`src/rtl/hls_pkg.sv`:
```
// Shared types and constants for the HLS kernel invoker: FSM state
// encoding, default data width and the width of the reported cycle count.
package hls_pkg;

   typedef enum logic [1:0] {
      IDLE,
      LOAD,
      RUN,
      RESP
   } state_t;

   localparam int DATA_W_DEF = 32;
   localparam int CYC_W      = 16;

endpackage

```
`src/rtl/hls_invoker_if.sv`:
```
// Host-side launch request / response handshake bundle of the invoker.
interface hls_invoker_if
   import hls_pkg::*;
#(
   parameter int DATA_W = DATA_W_DEF
);

   logic              req_valid;
   logic              req_ready;
   logic [DATA_W-1:0] req_n;
   logic              resp_valid;
   logic              resp_ready;
   logic [DATA_W-1:0] resp_data;
   logic              resp_timeout;
   logic [CYC_W-1:0]  resp_cycles;

   modport master (
      output req_valid, req_n, resp_ready,
      input  req_ready, resp_valid, resp_data, resp_timeout, resp_cycles
   );

   modport slave (
      input  req_valid, req_n, resp_ready,
      output req_ready, resp_valid, resp_data, resp_timeout, resp_cycles
   );

endinterface

```
`src/rtl/hls_cycle_counter.sv`:
```
// RUN-phase cycle counter: clear/enable, saturating 16-bit view of the count
// and a terminal-count flag raised when the count equals TIMEOUT-1.
module hls_cycle_counter
   import hls_pkg::*;
#(
   parameter int TIMEOUT = 1024
) (
   input  logic             clk,
   input  logic             rst,
   input  logic             clr,
   input  logic             en,
   output logic [CYC_W-1:0] count,
   output logic             tc
);

   // Internal width covers both TIMEOUT-1 and the full reported range.
   localparam int CW = ($clog2(TIMEOUT) > CYC_W) ? $clog2(TIMEOUT) : CYC_W;

   logic [CW-1:0] cnt;

   function automatic logic [CW-1:0] sat_inc(input logic [CW-1:0] v);
      return (&v) ? v : v + CW'(1);
   endfunction

   function automatic logic [CYC_W-1:0] sat_out(input logic [CW-1:0] v);
      return (v > CW'({CYC_W{1'b1}})) ? {CYC_W{1'b1}} : v[CYC_W-1:0];
   endfunction

   always_ff @(posedge clk or posedge rst) begin
      if (rst) begin
         cnt <= '0;
      end else if (clr) begin
         cnt <= '0;
      end else if (en) begin
         cnt <= sat_inc(cnt);
      end
   end

   assign count = sat_out(cnt);
   assign tc    = (cnt == CW'(TIMEOUT - 1));

endmodule

```
`src/rtl/hls_invoker.sv`:
```
// Launches an HLS-generated kernel: latches the argument, pulses the kernel
// reset, waits for done or timeout, and holds the result until accepted.
module hls_invoker
   import hls_pkg::*;
#(
   parameter int DATA_W     = DATA_W_DEF,
   parameter int RST_CYCLES = 2,
   parameter int TIMEOUT    = 1024
) (
   input  logic              sys_clk,
   input  logic              sys_rst,
   hls_invoker_if.slave      host,
   output logic              kern_rst_n,
   output logic [DATA_W-1:0] kern_n,
   input  logic [DATA_W-1:0] kern_return_val,
   input  logic              kern_done
);

   localparam int LW = (RST_CYCLES > 1) ? $clog2(RST_CYCLES) : 1;

   state_t            state, next;
   logic [LW-1:0]     load_cnt;
   logic              ready_q;
   logic              valid_q;
   logic [DATA_W-1:0] data_q;
   logic              timeout_q;
   logic [CYC_W-1:0]  cycles_q;
   logic [CYC_W-1:0]  run_cycles;
   logic              run_tc;

   hls_cycle_counter #(.TIMEOUT(TIMEOUT)) u_cnt (
      .clk   (sys_clk),
      .rst   (sys_rst),
      .clr   (state != RUN),
      .en    (state == RUN),
      .count (run_cycles),
      .tc    (run_tc)
   );

   always_ff @(posedge sys_clk or posedge sys_rst) begin
      if (sys_rst) begin
         state <= IDLE;
      end else begin
         state <= next;
      end
   end

   // kern_done outranks the terminal count when both arrive together.
   always_comb begin
      next = state;
      case (state)
         IDLE:    if (host.req_valid && ready_q) next = LOAD;
         LOAD:    if (load_cnt == LW'(RST_CYCLES - 1)) next = RUN;
         RUN:     if (kern_done || run_tc) next = RESP;
         RESP:    if (host.resp_ready) next = IDLE;
         default: next = IDLE;
      endcase
   end

   // Handshake and kernel-reset outputs are registered from the next state.
   always_ff @(posedge sys_clk or posedge sys_rst) begin
      if (sys_rst) begin
         ready_q    <= 1'b0;
         kern_rst_n <= 1'b0;
         valid_q    <= 1'b0;
         load_cnt   <= '0;
         kern_n     <= '0;
         data_q     <= '0;
         timeout_q  <= 1'b0;
         cycles_q   <= '0;
      end else begin
         ready_q    <= (next == IDLE);
         kern_rst_n <= (next == RUN);
         valid_q    <= (next == RESP);
         load_cnt   <= (state == LOAD) ? load_cnt + LW'(1) : '0;
         if (state == IDLE && next == LOAD) begin
            kern_n <= host.req_n;
         end
         if (state == RUN && next == RESP) begin
            data_q    <= kern_done ? kern_return_val : '0;
            timeout_q <= !kern_done;
            cycles_q  <= run_cycles;
         end
      end
   end

   assign host.req_ready    = ready_q;
   assign host.resp_valid   = valid_q;
   assign host.resp_data    = data_q;
   assign host.resp_timeout = timeout_q;
   assign host.resp_cycles  = cycles_q;

endmodule

```
`src/flat_wrapper.sv`:
```
// flat-port wrapper written by rule: the top's interface ports become plain ports
module hls_invoker_flat import hls_pkg::*;
#(
   parameter int DATA_W     = DATA_W_DEF,
   parameter int RST_CYCLES = 2,
   parameter int TIMEOUT    = 1024
)
  (sys_clk, sys_rst, kern_rst_n, kern_n, kern_return_val, kern_done, host_req_valid, host_req_n, host_resp_ready, host_req_ready, host_resp_valid, host_resp_data, host_resp_timeout, host_resp_cycles);
  hls_invoker_if #(.DATA_W(DATA_W)) host_i ();
  input  logic sys_clk;
  input  logic sys_rst;
  output logic kern_rst_n;
  output logic [DATA_W-1:0] kern_n;
  input  logic [DATA_W-1:0] kern_return_val;
  input  logic kern_done;
  input wire logic [$bits(host_i.req_valid)-1:0] host_req_valid;
  input wire logic [$bits(host_i.req_n)-1:0] host_req_n;
  input wire logic [$bits(host_i.resp_ready)-1:0] host_resp_ready;
  output wire logic [$bits(host_i.req_ready)-1:0] host_req_ready;
  output wire logic [$bits(host_i.resp_valid)-1:0] host_resp_valid;
  output wire logic [$bits(host_i.resp_data)-1:0] host_resp_data;
  output wire logic [$bits(host_i.resp_timeout)-1:0] host_resp_timeout;
  output wire logic [$bits(host_i.resp_cycles)-1:0] host_resp_cycles;
  assign host_i.req_valid = host_req_valid;
  assign host_i.req_n = host_req_n;
  assign host_i.resp_ready = host_resp_ready;
  assign host_req_ready = host_i.req_ready;
  assign host_resp_valid = host_i.resp_valid;
  assign host_resp_data = host_i.resp_data;
  assign host_resp_timeout = host_i.resp_timeout;
  assign host_resp_cycles = host_i.resp_cycles;
  hls_invoker #(.DATA_W(DATA_W), .RST_CYCLES(RST_CYCLES), .TIMEOUT(TIMEOUT)) u_core (.sys_clk(sys_clk), .sys_rst(sys_rst), .host(host_i), .kern_rst_n(kern_rst_n), .kern_n(kern_n), .kern_return_val(kern_return_val), .kern_done(kern_done));
endmodule
```
`config.mk`:
```
export PLATFORM = sky130hd
export DESIGN_NAME = hls_invoker_flat
export DESIGN_NICKNAME = d
export VERILOG_FILES = /design/src/rtl/hls_pkg.sv /design/src/rtl/hls_invoker_if.sv /design/src/rtl/hls_cycle_counter.sv /design/src/rtl/hls_invoker.sv /design/src/flat_wrapper.sv
export SDC_FILE = /design/constraint.sdc
export NUM_CORES = 1
export LEC_CHECK = 0
export BUFFER_PORTS_ARGS = -buffer_cell sky130_fd_sc_hd__buf_2
export CORE_ASPECT_RATIO = 1.75
export CORE_MARGIN = 3
export CORE_UTILIZATION = 50
export CTS_CLUSTER_SIZE = 25
export DETAILED_ROUTE_END_ITERATION = 12
export HOLD_SLACK_MARGIN = 0.05
export PLACE_DENSITY = 0.84
export SYNTH_ARGS = -nofsm -noshare
export SYNTH_HDL_FRONTEND = slang
export SYNTH_HIERARCHICAL = 1
export SYNTH_SLANG_ARGS = --single-unit
```
`constraint.sdc`:
```
create_clock -name sys_clk -period 2.9 [get_ports sys_clk]
set_input_delay 0.145 -clock sys_clk [delete_from_list [all_inputs] [get_ports sys_clk]]
set_output_delay 0.145 -clock sys_clk [all_outputs]
set_load 0.01 [all_outputs]
```
==> results by stage <==
Worst setup path:
- The reg-to-reg startpoint is u_core/u_cnt/cnt[3].
- STA classifies the critical path endpoint as a flip-flop.
- The endpoint identified for the worst register-to-register timing path is u_core/host.resp_cycles[2].
- For the worst flop-to-flop path, the logic depth is 6.
- Along the worst path, the maximum fanout reaches 49.
- The element type at the critical path start is a flip-flop.
- For flop-to-flop paths, the worst setup slack is 0.33 ns.
- Data on the critical path arrives at its endpoint at 2.78 ns.
- For the worst setup path, the data required time is a little over 3 ns.
- The critical setup path kind is flip-flop to flip-flop.

Cells and area:
- The footprint of the flip-flops and latches is between 2000 and 3000 um^2.
- The post-layout utilization of the core is 0.698.
- Relative to the synthesized area, the layout overhead comes to 33.3%.
- Fill cells in the final layout number 645.
- In the final layout, the share of cells above drive strength 1 is 0.414.
- The post-layout instance area is between 5000 and 6000 um^2.
- The net total in the final layout is 633.
- Summing all multi-input logic gate instances after layout gives ~1700 um^2.

Route:
- The DRC violation count after routing is 0.
- Summed over all layers, the routed wires come to around 12000 um.
- The number of nets still failing antenna checks after routing is 0.
- The routed length per placed instance is approximately 18 um.
- The detailed router finished its first iteration with around 360 violations.
- The number of vias per cell after detailed routing is ~5.4.
- The detailed-router iteration count before antenna repair is 4.
- The final route contains between 3000 and 4000 vias.

GRT:
- The total routing usage reported by global routing is 0.240.
- The aggregate global routing overflow is 0.
- The initial antenna violation count is 0.
- The pin count of the biggest net entering global routing is 62.
- The via count of the first global-routing pass is 3893.
- The first global-routing pass estimated 19100 um of wire.

Clocking:
- After clock tree synthesis, the clock-pin slew on the worst setup and hold paths is ~0.070 ns.
- TritonCTS built the clock tree.
- Clock latency on the worst-skew pair, taken at its later pin, is about 0.33 ns.
- The number of setup buffers added after CTS is 0.
- The number of H-tree levels is 3.
- Counting every sink on the clock net gives approximately 100.
- The root buffer cell is clkbuf_16.
- The maximum buffer depth of the clock tree is 2.
- Buffers inserted during clock tree synthesis total 9.

Run:
- The count of max-cap constraint violations is 0.

Power and ir drop:
- The power per standard cell area is between 800 and 900 nW/um^2.
- For this design the static power due to leakage is 2.96 nW.
- The worst vdd rail ir drop is 0.000392 V.

STA:
- The final number of hold-violating endpoints was 0.
- Setup violations remaining at the end of the flow were counted as 0.
- The worst clock skew on the final layout is about 0.0054 ns.
- Setup total negative slack on the finished layout was measured at 0 ns.
- Setup repair after global routing left no endpoint under its margin.
- The relative slew slack is 0.553.
- Counting I/O delays and the setup requirement, the final critical path takes ~2.6 ns.
- The max-slew violation count is 0.
- At the pin with the least slew margin, the transition time is about 0.67 ns.
- Static timing analysis puts the maximum clock frequency at ~400 MHz.
- Dividing the final minimum period by the clock period gives 0.885.

Synth:
- A synthesized cell averages around 12 um^2.
- After synthesis the netlist holds a flip-flop and latch count of around 100.
- The fraction of synthesized cell area taken by the top area cell type is 0.581.
- The cell type with the largest total area after synthesis is dfrtp_1.
- The synthesized netlist net count is between 400 and 500.
- The post-synthesis sequential area ratio is 0.581.
- Synthesis instantiated 40 different standard cells from the library.
- During synthesis, Yosys emitted a total of 6 warnings.
- By area the synthesized netlist is led by dfrtp_1, mux2_2, o21ai_0.
- Counting every instance in the synthesized netlist gives 383.
- The cell area that synthesis handed to floorplanning was roughly 4400 um^2.

Worst hold path:
- The cell depth of the worst hold path is 3.
- For hold timing, the worst endpoint is u_core/host.resp_data[28].
- The worst hold path begins at kern_return_val[28].
- The worst hold path belongs to the class primary input to flip-flop.

Floorplanning:
- The I/O pin total is around 150.
- The die is around 130 um tall.
- The full die area is between 10000 and 15000 um^2.
- For this configuration, the core starts out at a cell density of 0.523.
- The floorplan core area is about 8500 um^2.
- In this run the core area contains 44 standard-cell rows.
- The horizontal die dimension is around 77 um.

Placement:
- The HPWL reported at the end of detailed placement is ~7900 um.
- At the end of routability-driven placement, the weighted congestion stood at 0.811.
- Once placement finished, the instance area stood at around 5300 um^2.
- The count of buffers from port buffering is between 150 and 200.

Outcome:
- The run finished with clean final reports.
## metrics by stage
stage	worst slack, ns	cells	total power, mW	hold WS [ns]
2_1_floorplan	0.505	383	3.10	0.0587
6_report	0.334	684	4.96	0.0563
3_5_place_dp	0.0380	632	3.83	0.184
3_3_place_gp	0.112	632	3.74	0.172
4_1_cts	0.0361	683	4.97	0.0514
5_1_grt	0.159	683	5.24	0.0586
## where the power goes
group / total, mW / switching (mW) / leakage, nW / internal, mW
Combinational: 1.65 / 0.902 / 1.49 / 0.750
Sequential: 2.21 / 0.272 / 1.34 / 1.93
Clock: 1.11 / 0.497 / 0.127 / 0.609
## metal layers
metal  global-route usage  vias up  wire length (um)
li1                     -     1709                 -
met1                0.277     1817              4430
met2                0.425      144              6680
met3               0.0466       29               627
met4                0.121        0               318
met5                    0        -                 0
## synth_stat cells (all sizes together)
cell       n
a211oi     3
a21boi     1
a21oi      7
a31oi      1
a41oi      2
and2       1
and3       5
and4       3
buf       12
clkbuf    14
dfrtp    103
ha         1
inv        6
mux2      55
mux2i      2
nand2     41
nand2b     5
nand3      3
nand3b     2
nand4      7
nand4b     1
nor2      15
nor2b      6
nor3       4
nor3b      2
nor4       2
nor4b      1
o21ai     66
o2bb2ai    1
o31ai      3
o41ai      2
or2        1
or4        3
or4b       2
## cells in the final DEF, fill, tap and decap left out, types with 4 or more instances in the layout
master and n:
clkbuf_1 4, mux2_4 7, and3_1 4, buf_4 7, inv_1 5, dlygate4sd3_1 35
mux2_2 46, clkbuf_16 9, a21oi_1 7, nor2_1 14, nand2_1 41, nand4_1 7
nor2b_1 6, o21ai_0 66, nand2b_1 4, buf_2 152, dfrtp_1 103
## worst max-delay path, cell delays in order, from the launching register on
cell	delay, ns
dfrtp_1	0.45
and4_1	0.23
nand4_1	0.11
nor4_2	0.08
nor2_4	0.54
or2_4	0.61
mux2_2	0.41
## kinds of logic (layout without fill, tap and decap cells)
| kind of cell | after synthesis | in the layout | share of synthesized area |
|---|---|---|---|
| mux | 57 | 57 | 0.150 |
| other cells | 0 | 1 | 0 |
| flops | 103 | 103 | 0.581 |
| compound gates | 86 | 86 | 0.106 |
| fa+ha+maj | 1 | 1 | 0.00282 |
| simple gates | 104 | 104 | 0.122 |
| buf+inv | 32 | 217 | 0.0381 |
## area by class of cell
type | instances | share of cell area
Antenna cell | 1 | 0.000423
Clock buffer | 14 | 0.0429
Clock inverter | 2 | 0.00275
Inverter | 6 | 0.00402
Multi-Input combinational cell | 248 | 0.290
Sequential cell | 103 | 0.436
Tap cell | 115 | 0.0243
Timing Repair Buffer | 195 | 0.200
## worst max path at each step
stage / start / to / slack, ns / cells past startpoint
floorplan: sys_rst / u_core/host.req_ready / 0.50 / 1
global placement: u_core/u_cnt/cnt[3] / u_core/host.resp_cycles[3] / 0.11 / 6
detailed placement: u_core/u_cnt/cnt[3] / u_core/host.resp_cycles[1] / 0.04 / 6
CTS: u_core/u_cnt/cnt[3] / u_core/host.resp_cycles[1] / 0.04 / 6
global route: u_core/u_cnt/cnt[3] / u_core/host.resp_cycles[2] / 0.16 / 6
finish: u_core/u_cnt/cnt[3] / u_core/host.resp_cycles[2] / 0.33 / 6
## registers in the layout (all words and copies together) (netlist names)
signal	count
u_core/host.resp_data	32
u_core/kern_n	32
u_core/host.resp_cycles	16
u_core/u_cnt/cnt	16
u_core/state	2
u_core/host.req_ready	1
u_core/host.resp_timeout	1
u_core/host.resp_valid	1
u_core/kern_rst_n	1
u_core/load_cnt	1
## timing repair
action / 4_1_cts / 5_1_grt
gates resized for setup: 0 / 2
hold buffers: 35 / 0
endpoints found under the setup margin: 0 / 49
endpoints found under the hold margin: 76 / 0
(Power assumes the default switching activity.)
